$ cat src/rtl/fb_wp_pkg.sv
// Shared definitions for the framebuffer write port: register map, STATUS layout, FSM states.
package fb_wp_pkg;

  localparam logic [1:0] SEL_PTR    = 2'd0;
  localparam logic [1:0] SEL_DATA   = 2'd1;
  localparam logic [1:0] SEL_FILL   = 2'd2;
  localparam logic [1:0] SEL_STATUS = 2'd3;

  localparam int ST_EMPTY = 0;
  localparam int ST_FULL  = 1;
  localparam int ST_BUSY  = 2;
  localparam int ST_OVF   = 3;

  typedef enum logic [1:0] {
    IDLE  = 2'd0,
    DRAIN = 2'd1,
    FILL  = 2'd2
  } state_e;

  function automatic logic [15:0] status_word(input logic empty, input logic full,
                                              input logic busy, input logic ovf);
    logic [15:0] s;
    s = '0;
    s[ST_EMPTY] = empty;
    s[ST_FULL]  = full;
    s[ST_BUSY]  = busy;
    s[ST_OVF]   = ovf;
    return s;
  endfunction

endpackage

$ cat src/rtl/fb_wp_fifo.sv
// Synchronous FIFO holding {addr, data} framebuffer writes; combinational read of the head entry.
module fb_wp_fifo #(
  parameter int DEPTH = 8,
  parameter int WIDTH = 20
) (
  input  logic                       clk,
  input  logic                       rst_n,
  input  logic                       push_i,
  input  logic [WIDTH-1:0]           wdata_i,
  input  logic                       pop_i,
  output logic [WIDTH-1:0]           rdata_o,
  output logic                       full_o,
  output logic                       empty_o,
  output logic [$clog2(DEPTH):0]     count_o
);

  localparam int AW = $clog2(DEPTH);
  localparam logic [AW-1:0] PTR_ONE = AW'(1);
  localparam logic [AW:0]   CNT_ONE = (AW+1)'(1);
  localparam logic [AW:0]   CNT_MAX = (AW+1)'(DEPTH);

  logic [WIDTH-1:0] mem_q [DEPTH];
  logic [AW-1:0]    wr_ptr_q, rd_ptr_q;
  logic [AW:0]      count_q;

  assign rdata_o = mem_q[rd_ptr_q];
  assign full_o  = (count_q == CNT_MAX);
  assign empty_o = (count_q == '0);
  assign count_o = count_q;

  always_ff @(posedge clk) begin
    if (push_i) mem_q[wr_ptr_q] <= wdata_i;
  end

  always_ff @(posedge clk or negedge rst_n) begin
    if (!rst_n) begin
      wr_ptr_q <= '0;
      rd_ptr_q <= '0;
      count_q  <= '0;
    end else begin
      if (push_i) wr_ptr_q <= wr_ptr_q + PTR_ONE;
      if (pop_i)  rd_ptr_q <= rd_ptr_q + PTR_ONE;
      case ({push_i, pop_i})
        2'b10:   count_q <= count_q + CNT_ONE;
        2'b01:   count_q <= count_q - CNT_ONE;
        default: count_q <= count_q;
      endcase
    end
  end

endmodule

$ cat src/rtl/fb_write_port.sv
// CPU write port into the VGA framebuffer: buffered byte writes plus a whole-buffer fill engine.
// Define FB_WP_VBLANK_ONLY_EN to restrict framebuffer writes to the (synchronized) vblank window.
module fb_write_port
  import fb_wp_pkg::*;
#(
  parameter int FIFO_DEPTH = 8,
  parameter int ADDR_W     = 12,
  parameter int DATA_W     = 8
) (
  input  logic              clk50,
  input  logic              rst,
  input  logic [1:0]        cpu_sel,
  input  logic [15:0]       cpu_wdata,
  input  logic              cpu_we,
  input  logic              cpu_re,
  output logic [15:0]       cpu_rdata,
  output logic              cpu_ready,
  input  logic              vblank,
  output logic [ADDR_W-1:0] fb_addr,
  output logic [DATA_W-1:0] fb_data,
  output logic              fb_we
);

  localparam int EW = ADDR_W + DATA_W;
  localparam int CW = $clog2(FIFO_DEPTH) + 1;
  localparam logic [ADDR_W-1:0] A_ONE = ADDR_W'(1);

  logic [ADDR_W-1:0] ptr_q, fill_cnt_q;
  logic [DATA_W-1:0] fill_val_q;
  logic              fill_pend_q, ovf_q;
  logic [15:0]       rdata_q, rdata_d;
  state_e            state_q;
  logic [ADDR_W-1:0] fb_addr_q;
  logic [DATA_W-1:0] fb_data_q;
  logic              fb_we_q;

  logic          f_push, f_pop, f_full, f_empty;
  logic [EW-1:0] f_rdata;
  logic [CW-1:0] f_count;
  logic          go, wr_data, wr_fill, wr_stat, drop, fill_step, fill_last, busy;

`ifdef FB_WP_VBLANK_ONLY_EN
  logic vb_meta_q, vb_sync_q;
  always_ff @(posedge clk50 or negedge rst) begin
    if (!rst) begin
      vb_meta_q <= 1'b0;
      vb_sync_q <= 1'b0;
    end else begin
      vb_meta_q <= vblank;
      vb_sync_q <= vb_meta_q;
    end
  end
  assign go = vb_sync_q;
  logic unused_bits;
  assign unused_bits = ^cpu_wdata;
`else
  assign go = 1'b1;
  logic unused_bits;
  assign unused_bits = ^{cpu_wdata, vblank};
`endif

  // Ready depends only on registers so the CPU side never sees a combinational path from its own strobes.
  assign cpu_ready = !f_full && !fill_pend_q && (state_q != FILL);
  assign busy      = fill_pend_q || (state_q == FILL);

  assign wr_data = cpu_we && (cpu_sel == SEL_DATA);
  assign wr_fill = cpu_we && (cpu_sel == SEL_FILL);
  assign wr_stat = cpu_we && (cpu_sel == SEL_STATUS);
  assign drop    = (wr_data || wr_fill) && !cpu_ready;
  assign f_push  = wr_data && cpu_ready;

  // Popping straight out of IDLE keeps DATA-write latency at two cycles.
  assign f_pop     = go && !f_empty && ((state_q == IDLE) || (state_q == DRAIN));
  assign fill_step = go && ((state_q == FILL) || ((state_q == IDLE) && f_empty && fill_pend_q));
  assign fill_last = fill_step && (fill_cnt_q == '1);

  fb_wp_fifo #(
    .DEPTH (FIFO_DEPTH),
    .WIDTH (EW)
  ) u_fifo (
    .clk     (clk50),
    .rst_n   (rst),
    .push_i  (f_push),
    .wdata_i ({ptr_q, cpu_wdata[DATA_W-1:0]}),
    .pop_i   (f_pop),
    .rdata_o (f_rdata),
    .full_o  (f_full),
    .empty_o (f_empty),
    .count_o (f_count)
  );

  always_ff @(posedge clk50 or negedge rst) begin
    if (!rst) begin
      state_q     <= IDLE;
      fill_cnt_q  <= '0;
      fill_pend_q <= 1'b0;
      fb_we_q     <= 1'b0;
      fb_addr_q   <= '0;
      fb_data_q   <= '0;
    end else begin
      case (state_q)
        IDLE: begin
          if (!f_empty)         state_q <= DRAIN;
          else if (fill_pend_q) state_q <= FILL;
        end
        DRAIN:   if (f_empty)   state_q <= IDLE;
        FILL:    if (fill_last) state_q <= IDLE;
        default: state_q <= IDLE;
      endcase

      // The counter wraps back to zero after the last address, ready for the next fill.
      if (fill_step) fill_cnt_q <= fill_cnt_q + A_ONE;

      if (wr_fill && cpu_ready) fill_pend_q <= 1'b1;
      else if (fill_last)       fill_pend_q <= 1'b0;

      fb_we_q <= f_pop || fill_step;
      if (f_pop) begin
        fb_addr_q <= f_rdata[EW-1 -: ADDR_W];
        fb_data_q <= f_rdata[DATA_W-1:0];
      end else if (fill_step) begin
        fb_addr_q <= fill_cnt_q;
        fb_data_q <= fill_val_q;
      end
    end
  end

  always_comb begin
    rdata_d = rdata_q;
    if (cpu_re) begin
      case (cpu_sel)
        SEL_PTR:  rdata_d = 16'(ptr_q);
        SEL_DATA: rdata_d = 16'(f_count);
        SEL_FILL: rdata_d = 16'(fill_val_q);
        default:  rdata_d = status_word(f_empty, f_full, busy, ovf_q);
      endcase
    end
  end

  always_ff @(posedge clk50 or negedge rst) begin
    if (!rst) begin
      ptr_q      <= '0;
      fill_val_q <= '0;
      ovf_q      <= 1'b0;
      rdata_q    <= '0;
    end else begin
      rdata_q <= rdata_d;
      if (cpu_we && (cpu_sel == SEL_PTR)) ptr_q <= cpu_wdata[ADDR_W-1:0];
      else if (f_push)                    ptr_q <= ptr_q + A_ONE;
      if (wr_fill && cpu_ready) fill_val_q <= cpu_wdata[DATA_W-1:0];
      ovf_q <= drop || (ovf_q && !wr_stat);
    end
  end

  assign cpu_rdata = rdata_q;
  assign fb_addr   = fb_addr_q;
  assign fb_data   = fb_data_q;
  assign fb_we     = fb_we_q;

endmodule

$ cat config.mk
export PLATFORM = sky130hd
export DESIGN_NAME = fb_write_port
export DESIGN_NICKNAME = d
export VERILOG_FILES = /design/src/rtl/fb_wp_pkg.sv /design/src/rtl/fb_wp_fifo.sv /design/src/rtl/fb_write_port.sv
export SDC_FILE = /design/constraint.sdc
export NUM_CORES = 1
export LEC_CHECK = 0
export ABC_AREA = 1
export BUFFER_PORTS_ARGS = -buffer_cell sky130_fd_sc_hd__buf_2
export CAP_MARGIN = 40
export CORE_AREA = 2 2 143 145
export DETAILED_ROUTE_END_ITERATION = 7
export DIE_AREA = 0 0 145 147
export PLACE_DENSITY_LB_ADDON = 0.25
export SLEW_MARGIN = 20
export SYNTH_ARGS = -nofsm -noshare
export SYNTH_HDL_FRONTEND = slang
export SYNTH_SLANG_ARGS = --single-unit
$ cat constraint.sdc
create_clock -name clk50 -period 3.49 [get_ports clk50]
set_input_delay 0.1745 -clock clk50 [delete_from_list [all_inputs] [get_ports clk50]]
set_output_delay 0.1745 -clock clk50 [all_outputs]
set_load 0.05 [all_outputs]
==> flow_summary.ini, run 1 <==
[outcome]
run_status = finished clean

[logic_synthesis]
ys_seq_area_share_pct = 62.1
netlist_instances = 1142
yosysTopAreaCell = edfxtp_1
yosysMostFrequentCell = nand2_1
ys.flop_type = edfxtp_1
synth_edf_count = 160
syn_area_um2 = 10900
synth_common_cells = 330 x nand2_1, 160 x edfxtp_1, 157 x nand3_1
synth_top_area_share_pct = 44.0
synth_cell_type_count = 39
ys_ff_latch = 239
yosysWarnings = 0
ys_top_cells_by_area = edfxtp_1 44%, dfrtp_1 18%, nand2_1 11%
avgSynthCellArea_um2 = 9.57
async_flop_share_pct = 33.1

[cells_and_area]
finalNonFillerCells = 1485
areaGrowthSynthToFinish_pct = 13.3
antenna_cells = 0
fin_nets = 1227
drive_gt1_share_pct = 13.6

[detailed_routing]
wl_per_cell_um = 16.7
firstDrtPassIters = 5
ant_nets = 0
vias_per_cell = 5.25
first_iter_violations = 729
routed_wl_mm = 24.8
drc_errors = 0
vias = 7795

[power]
vdd_ir_drop_max_mv = 0.333
leakage_uw = 0.00558
p_per_area_nw_per_um2 = 505

[cts]
cts_buffers = 25
clk_latency_ns = 0.51
h-tree-depth = 1
root_buffer = clkbuf_16
clk_pin_slew_worst_paths_ns = 0.06
cts_buffer_depth = 3
cts_tree = built
cts_sinks = 239
cts_setup_buffers = 0

[critical_path]
critical_path_required_ns = 3.88
reg2reg_slack_ns = 1.13
start_kind = register
rr_startpoint = u_fifo.count_o[0]
cp_max_fo = 24
worstReg2RegEnd = u_fifo.count_o[2]
arrival_ns = 2.75
critPathKind = register to register
cp-end-kind = register
r2r_cells = 12

[placement]
dp_hpwl_mm = 15.1
portBuffers = 51
placedCellCount = 1435
gp_congestion = 0.821

[floorplanning]
rows = 52
core-area_um2 = 19800
die_h_um = 147
io_pins = 61
initial_utilization_pct = 55.1
fp.dieW_um = 145
dieArea_um2 = 21300

[grt]
grt_pass1_vias = 7576
antenna_found_initial = 0
track_usage_pct = 23.8
overflow = 0
grt_pass1_wl_mm = 40.0
grt_max_degree = 62

[sta]
fin_skew_ns = 0.0128
fmax_ghz = 0.423
maxSlewViolCount = 0
fin_crit_ns = 2.36
setup_viol = 0
hold_viol = 0
worstMarginPinSlew_ns = 0.805
tns_ns = 0
period_share_pct = 67.7
rsz0062_at_grt = false
slew_headroom_pct = 46.2

[hold_path]
hold_end = u_fifo.mem_q[4][3]
min_path_type = input pin to register
hold_path_depth = 1
hp-start = cpu_wdata[3]

[flow_run]
cap_violations = 0
power by group:
group | leakage [µW] | switching [µW] | total (µW) | internal (µW)
Combinational | 0.00270 | 185 | 272 | 87.5
Clock | 0.000420 | 1060 | 2680 | 1620
Sequential | 0.00245 | 154 | 3300 | 3140
Total | 0.00558 | 1400 | 6250 | 4850
worst max-delay path by stage:
stage                            startpoint            endpoint  slack (ns)  cells after the start
after global routing      u_fifo.count_o[0]   u_fifo.count_o[2]        0.89                     12
after global placement    u_fifo.count_o[0]   u_fifo.count_o[2]        1.16                     12
after detailed placement  u_fifo.count_o[0]   u_fifo.count_o[2]        1.13                     12
after floorplan                  state_q[1]  u_fifo.mem_q[0][0]        1.18                      6
final                     u_fifo.count_o[0]   u_fifo.count_o[2]        1.13                     12
after CTS                 u_fifo.count_o[0]   u_fifo.count_o[2]        1.11                     12
routing by layer:
| metal | wire (µm) | part of all wire, % | GRT usage [%] |
|---|---|---|---|
| met5 | 0 | 0 | 0 |
| met4 | 612 | 2.5 | 7.08 |
| met3 | 1650 | 6.6 | 2.89 |
| met2 | 12200 | 49 | 41.1 |
| met1 | 10300 | 42 | 32.1 |
placed cells by master (no fill, tap or decap), drive strengths merged:
cell type    instances
a21o                 1
a21oi               22
a31oi                4
buf                 69
bufinv               3
clkbuf              32
clkinv               9
conb                 4
dfrtp               79
dlygate4sd3          5
edfxtp             160
ha                   7
inv                165
nand2              347
nand3              164
nand3b               2
nand4                5
nor2                62
nor3                 5
o211ai               3
o21ai               45
o21bai               1
or2                  5
xnor2                1
xor2                15
through the flow:
step                      util, %  worst slack, ns  hold slack (ns)  area [µm²]  total power [µW]
after floorplan                 -             1.18           -0.121       10900              3470
final                        62.4             1.13           0.0136       12400              6250
after CTS                    62.4             1.11         0.000574       12400              6290
after detailed placement     57.9             1.13           0.0966       11500              3620
after global placement       57.5             1.16            0.401       11400              3600
after global routing         62.4            0.887          0.00550       12400              6440
registers in the layout, summed over array words and instances, names as in the netlist:
signal / cells
u_fifo.mem_q: 160
cpu_rdata: 12
fb_addr: 12
fill_cnt_q: 12
ptr_q: 12
fb_data: 8
fill_val_q: 8
u_fifo.count_o: 4
u_fifo.rd_ptr_q: 3
u_fifo.wr_ptr_q: 3
state_q: 2
fb_we: 1
fill_pend_q: 1
ovf_q: 1
logic make-up after synthesis:
kind of cell,Yosys count,synth area share [%]
DFF,239,62.1
other,1,0.0343
and+or+nand+nor,590,23.9
xor gates and xnor gates,16,1.28
AOI/OAI and AO/OA,76,3.74
adders and majority gates,7,0.802
buffers and inverters,213,8.20
worst max-delay path, cell delays in order, from the launching register on:
cell	delay (ns)
dfrtp_1	0.46
nor2_2	0.18
nand3_2	0.13
nand2_4	0.26
inv_2	0.07
ha_1	0.23
nor2_1	0.09
nor2_1	0.08
ha_1	0.18
a21o_1	0.16
or2_2	0.26
nand3_1	0.06
o21ai_0	0.08
cell type report:
cell class,count,area (µm²)
Fill cell,1592,7470
Sequential cell,239,6780
Multi-Input combinational cell,693,3280
Clock buffer,32,692
Inverter,164,621
Timing Repair Buffer,74,515
Tap cell,270,338
Clock inverter,13,146
timing repair:
item                      CTS  global route
hold buffers                5             0
resized for setup           0             0
hold endpoints to repair  104             0
Power figures use the tool's default switching activity.
==> inputs of run 2 (changes only) <==
--- a/config.mk
+++ b/config.mk
@@ -8,9 +8,9 @@
 export ABC_AREA = 1
 export BUFFER_PORTS_ARGS = -buffer_cell sky130_fd_sc_hd__buf_2
 export CAP_MARGIN = 40
-export CORE_AREA = 2 2 143 145
+export CORE_AREA = 2 2 144 146
 export DETAILED_ROUTE_END_ITERATION = 7
-export DIE_AREA = 0 0 145 147
+export DIE_AREA = 0 0 146 148
 export PLACE_DENSITY_LB_ADDON = 0.25
 export SLEW_MARGIN = 20
 export SYNTH_ARGS = -nofsm -noshare
==> constraint.sdc (replaced) <==
create_clock -name clk50 -period 1.9 [get_ports clk50]
set_input_delay 0.095 -clock clk50 [delete_from_list [all_inputs] [get_ports clk50]]
set_output_delay 0.095 -clock clk50 [all_outputs]
set_load 0.05 [all_outputs]
==> flow_summary.ini, run 2 (synthesized netlist as in run 1, its figures left out) <==
[cts]
cts_sinks = 239
root_buffer = clkbuf_16
h-tree-depth = 1
cts_buffers = 26
cts_buffer_depth = 3
clk_pin_slew_worst_paths_ns = 0.06
clk_latency_ns = 0.52
cts_tree = built

[sta]
fin_crit_ns = 1.88
fin_skew_ns = 0.0100
worstMarginPinSlew_ns = 0.568
tns_ns = 0
maxSlewViolCount = 0
period_share_pct = 99.2
fmax_ghz = 0.531
setup_viol = 0
rsz0062_at_grt = true
hold_viol = 0
slew_headroom_pct = 62.1

[cells_and_area]
antenna_cells = 0
final_cell_mix = 328 x nand2_1, 160 x edfxtp_1, 156 x nand3_1
areaGrowthSynthToFinish_pct = 19.2
design_area_um2 = 13000
drive_gt1_share_pct = 17.0
fillers = 1567
largest_reg_flops = 160
mostFrequentLayoutCell = nand2_1
multi_input_area_um2 = 3380
fin_nets = 1279
top_register = u_fifo.mem_q
register_area_um2 = 6780

[critical_path]
crit_top_cell = nor2_4
slowest_delay_ns = 0.41
worstReg2RegEnd = u_fifo.count_o[2]
r2r_cells = 12
cp_max_fo = 4
cp-end-kind = register
arrival_ns = 2.30
rr_startpoint = u_fifo.count_o[1]
start_kind = register
worst_path_max_delay_cell = dfrtp_1
reg2reg_slack_ns = 0.02
crit_end = u_fifo.count_o[2]
crit_start = u_fifo.count_o[1]
critPathKind = register to register
critical_path_required_ns = 2.31
crit_chain = nor2_4 > nand3_4 > nand2_4 > inv_4 > ha_4 > nor2_4 > nor2_2 > ha_2 > a21o_1 > or2_4 > nand3_2 > o21ai_1

[floorplanning]
io_pins = 61
core-area_um2 = 20000
fp.dieW_um = 146
rows = 52
dieArea_um2 = 21600
initial_utilization_pct = 54.5
die_h_um = 148

[flow_run]
cap_violations = 0

[detailed_routing]
vias_per_cell = 5.23
wl_per_cell_um = 16.7
ant_nets = 0
firstDrtPassIters = 5
drc_errors = 0
first_iter_violations = 509
routed_wl_mm = 25.6
vias = 8050

[hold_path]
min_path_type = input pin to register

[grt]
track_usage_pct = 24.0
grt_pass1_vias = 7985
grt_pass1_wl_mm = 41.0
antenna_found_initial = 0
overflow = 0
grt_max_degree = 63

[placement]
gp_congestion = 0.811
dp_hpwl_mm = 17.1
placed_cell_area_um2 = 11900
portBuffers = 51

[power]
p_per_area_nw_per_um2 = 901
vdd_ir_drop_max_mv = 0.714
p_sw_share_pct = 22.7
power.switching_uw = 2670
p_seq_share_pct = 50.4
p_clk_share_pct = 43.2
leakage_uw = 0.00586
p_comb_share_pct = 6.3
intPower_uw = 9070

[outcome]
run_status = finished clean
run 2: cell count changes in the layout (fill, tap and decap cells not counted), sizes merged:
| cell | delta |
|---|---|
| clkinv | +2 |
| inv | -1 |
| clkbuf | -1 |
| dlygate4sd3 | +10 |
| buf | +41 |
| clkinvlp | +2 |
run 2: through the flow:
| step | utilization [%] | instances | setup slack (ns) | hold slack [ns] | power (µW) |
|---|---|---|---|---|---|
| floorplan | - | 1145 | -0.137 | -0.201 | 6380 |
| global placement | 59.3 | 1472 | 0.0674 | -0.00664 | 6710 |
| detailed placement | 59.3 | 1472 | -0.0140 | -0.00374 | 6740 |
| CTS | 64.4 | 1535 | 0.0103 | 0.0188 | 11800 |
| global route | 65.0 | 1538 | -0.0801 | 0.0641 | 12100 |
| finish | 65.0 | 1538 | 0.0158 | 0.0318 | 11700 |
run 2: per-layer routing:
metal	vias up	GRT usage, %	share of wire, %
li1	3902	-	-
met5	-	0	0
met3	59	3.46	5.0
met1	3852	30.7	41
met4	0	7.48	2.8
met2	237	42.6	51
run 2: final cells by class:
type                            instances  share of cell area (%)
Clock inverter                         16                    1.22
Timing Repair Buffer                  125                    7.90
Inverter                              164                    4.79
Tap cell                              270                    2.59
Multi-Input combinational cell        693                    26.0
Clock buffer                           31                    5.46
Sequential cell                       239                    52.1
run 2: repair_timing:
action	in CTS	in global routing
hold endpoints to repair	161	0
endpoints found under the setup margin	1	163
gates resized for setup	4	23
gates cloned	0	1
hold buffers	15	0
buffers inserted	1	1
pin swaps	3	7
run 2: worst min path at each step:
stage	startpoint	endpoint	slack, ns	cells past startpoint
after detailed placement	rst	fill_cnt_q[11]	-0.004	1
after floorplan	rst	cpu_rdata[0]	-0.20	0
after global placement	rst	fill_cnt_q[11]	-0.007	1
final	cpu_we	ovf_q	0.03	4
after global routing	cpu_we	ovf_q	0.06	4
after CTS	cpu_we	ovf_q	0.02	4
run 2: worst max-delay path: cells and delay by family (launching register included):
kind                       cells  cell delay (ns)
buffers and inverters          1             0.05
DFF                            1             0.41
and+or+nand+nor                7             0.78
adders and majority gates      2             0.33
AOI/OAI and AO/OA              2             0.22
run 2: power groups by stage:
| stage | registers, µW | logic (µW) | clock network [µW] |
|---|---|---|---|
| finish | 5920 | 744 | 5070 |
| floorplan | 6110 | 265 | 0 |
| detailed placement | 6020 | 714 | 0 |
| CTS | 5920 | 741 | 5120 |
| global route | 5930 | 814 | 5340 |
| global placement | 6010 | 695 | 0 |
==> inputs of run 3 (changes only) <==
--- a/config.mk
+++ b/config.mk
@@ -8,9 +8,9 @@
 export ABC_AREA = 1
 export BUFFER_PORTS_ARGS = -buffer_cell sky130_fd_sc_hd__buf_2
 export CAP_MARGIN = 40
-export CORE_AREA = 2 2 144 146
+export CORE_AREA = 2 2 132 160
 export DETAILED_ROUTE_END_ITERATION = 7
-export DIE_AREA = 0 0 146 148
+export DIE_AREA = 0 0 134 162
 export PLACE_DENSITY_LB_ADDON = 0.25
 export SLEW_MARGIN = 20
 export SYNTH_ARGS = -nofsm -noshare
==> flow_summary.ini, run 3 (synthesized netlist as in run 1, its figures left out) <==
[critical_path]
worst_path_max_delay_cell = dfrtp_1
cp_max_fo = 3
crit_chain = nor2_2 > nand3_2 > nand2_4 > inv_4 > ha_4 > nor2_4 > nor2_2 > ha_2 > a21o_1 > or2_4 > nand3_2 > o21ai_1
start_kind = register
critPathKind = register to register
critical_path_required_ns = 2.30
arrival_ns = 2.28
slowest_delay_ns = 0.39
cp-end-kind = register

[outcome]
run_status = finished clean

[cts]
cts_buffers = 25
clk_latency_ns = 0.53
h-tree-depth = 1
clk_pin_slew_worst_paths_ns = 0.06
root_buffer = clkbuf_16
cts_sinks = 239
cts_tree = built
cts_buffer_depth = 3

[cells_and_area]
finalNonFillerCells = 1524
final_cell_mix = 328 x nand2_1, 160 x edfxtp_1, 156 x nand3_1
antenna_cells = 0
drive_gt1_share_pct = 16.3
top_register = u_fifo.mem_q
largest_reg_flops = 160
mostFrequentLayoutCell = nand2_1
fillers = 1567
areaGrowthSynthToFinish_pct = 17.6
design_area_um2 = 12800
fin_nets = 1270

[detailed_routing]
routed_wl_mm = 26.2
vias_per_cell = 5.26
drc_errors = 0
wl_per_cell_um = 17.2
ant_nets = 0
vias = 8023
first_iter_violations = 626
firstDrtPassIters = 6

[flow_run]
cap_violations = 0

[floorplanning]
core-area_um2 = 20000
initial_utilization_pct = 54.5
die_h_um = 162
fp.dieW_um = 134
dieArea_um2 = 21700
rows = 57
io_pins = 61

[power]
leakage_uw = 0.00579
p_comb_share_pct = 6.3
p_sw_share_pct = 22.8
p_seq_share_pct = 51.1
intPower_uw = 8950
p_per_area_nw_per_um2 = 902
power.switching_uw = 2640
vdd_ir_drop_max_mv = 0.715
p_clk_share_pct = 42.6

[placement]
portBuffers = 51
dp_worst_setup_slack_ns = 0.0305
placed_cell_area_um2 = 11900
gp_congestion = 0.862
dp_hpwl_mm = 16.8
placedCellCount = 1464

[sta]
fmax_ghz = 0.533
period_share_pct = 98.8
rsz0062_at_grt = true
fin_crit_ns = 1.88
finalWorstSetupSlack_ns = 0.0226
hold_viol = 0
fin_skew_ns = 0.0184
setup_viol = 0
maxSlewViolCount = 0
holdWs_ns = 0.0172

[grt]
grt_pass1_wl_mm = 41.8
grt_pass1_vias = 8004
track_usage_pct = 24.9
antenna_found_initial = 0
grt_max_degree = 82
overflow = 0

[hold_path]
min_path_type = input pin to register
run 3: cell types whose count changed in the layout (fill, tap and decap cells not counted), sizes merged:
cell,before,now
clkinv,11,6
inv,164,166
clkinvlp,2,1
buf,110,104
dlygate4sd3,15,13
clkbuf,31,34
run 3: path summary, 6_finish.rpt:
check | start | endpoint | slack [ns] | cells after the start
min reg2reg | ovf_q | ovf_q | 0.51 | 2
min | cpu_re | cpu_rdata[11] | 0.02 | 2
min in group asynchronous | rst | fill_cnt_q[11] | 0.04 | 2
max reg2reg | u_fifo.count_o[1] | u_fifo.count_o[2] | 0.02 | 12
max in group asynchronous | rst | fill_val_q[0] | 1.24 | 3
max | u_fifo.count_o[1] | u_fifo.count_o[2] | 0.02 | 12
run 3: layout make-up:
type	count	area [µm²]	share of cell area [%]
Sequential cell	239	6780	52.8
Multi-Input combinational cell	693	3340	26.0
Timing Repair Buffer	117	942	7.33
Clock buffer	34	689	5.37
Inverter	164	623	4.85
Tap cell	265	332	2.58
Clock inverter	12	141	1.10
run 3: what timing repair did:
item	in CTS	in global routing
hold buffers	13	0
hold endpoints to repair	160	0
resized for setup	0	10
buffers inserted	0	2
endpoints found under the setup margin	1	32
pin swaps	1	6
run 3: routing by layer:
metal  vias up  track usage [%]  routed length (µm)
li1       3883                -                   -
met1      3856             31.0               10400
met2       242             45.0               13700
met3        42             3.37                1440
met4         0             7.83                 632
met5         -                0                   0
run 3: metrics by stage:
step | TNS (ns) | utilization [%] | power, µW
2_1_floorplan | -9.41 | - | 6380
3_3_place_gp | 0 | 59.2 | 6700
3_5_place_dp | 0 | 59.2 | 6730
4_1_cts | 0 | 64.0 | 11700
5_1_grt | -0.247 | 64.1 | 11900
6_report | 0 | 64.1 | 11600
run 3: critical path: cells and delay by family (launching register included):
kind,cells,cell delay [ns]
AO/OA/AOI/OAI,2,0.21
adder cells (fa/ha/maj),2,0.33
buffers and inverters,1,0.04
flip-flops,1,0.39
AND/OR/NAND/NOR,7,0.79
run 3: power by group through the flow:
stage          logic (µW)  registers (µW)  clock network (µW)
5_1_grt               789            5940                5220
4_1_cts               723            5920                5010
6_report              727            5920                4940
3_3_place_gp          682            6020                   0
2_1_floorplan         265            6110                   0
3_5_place_dp          700            6030                   0
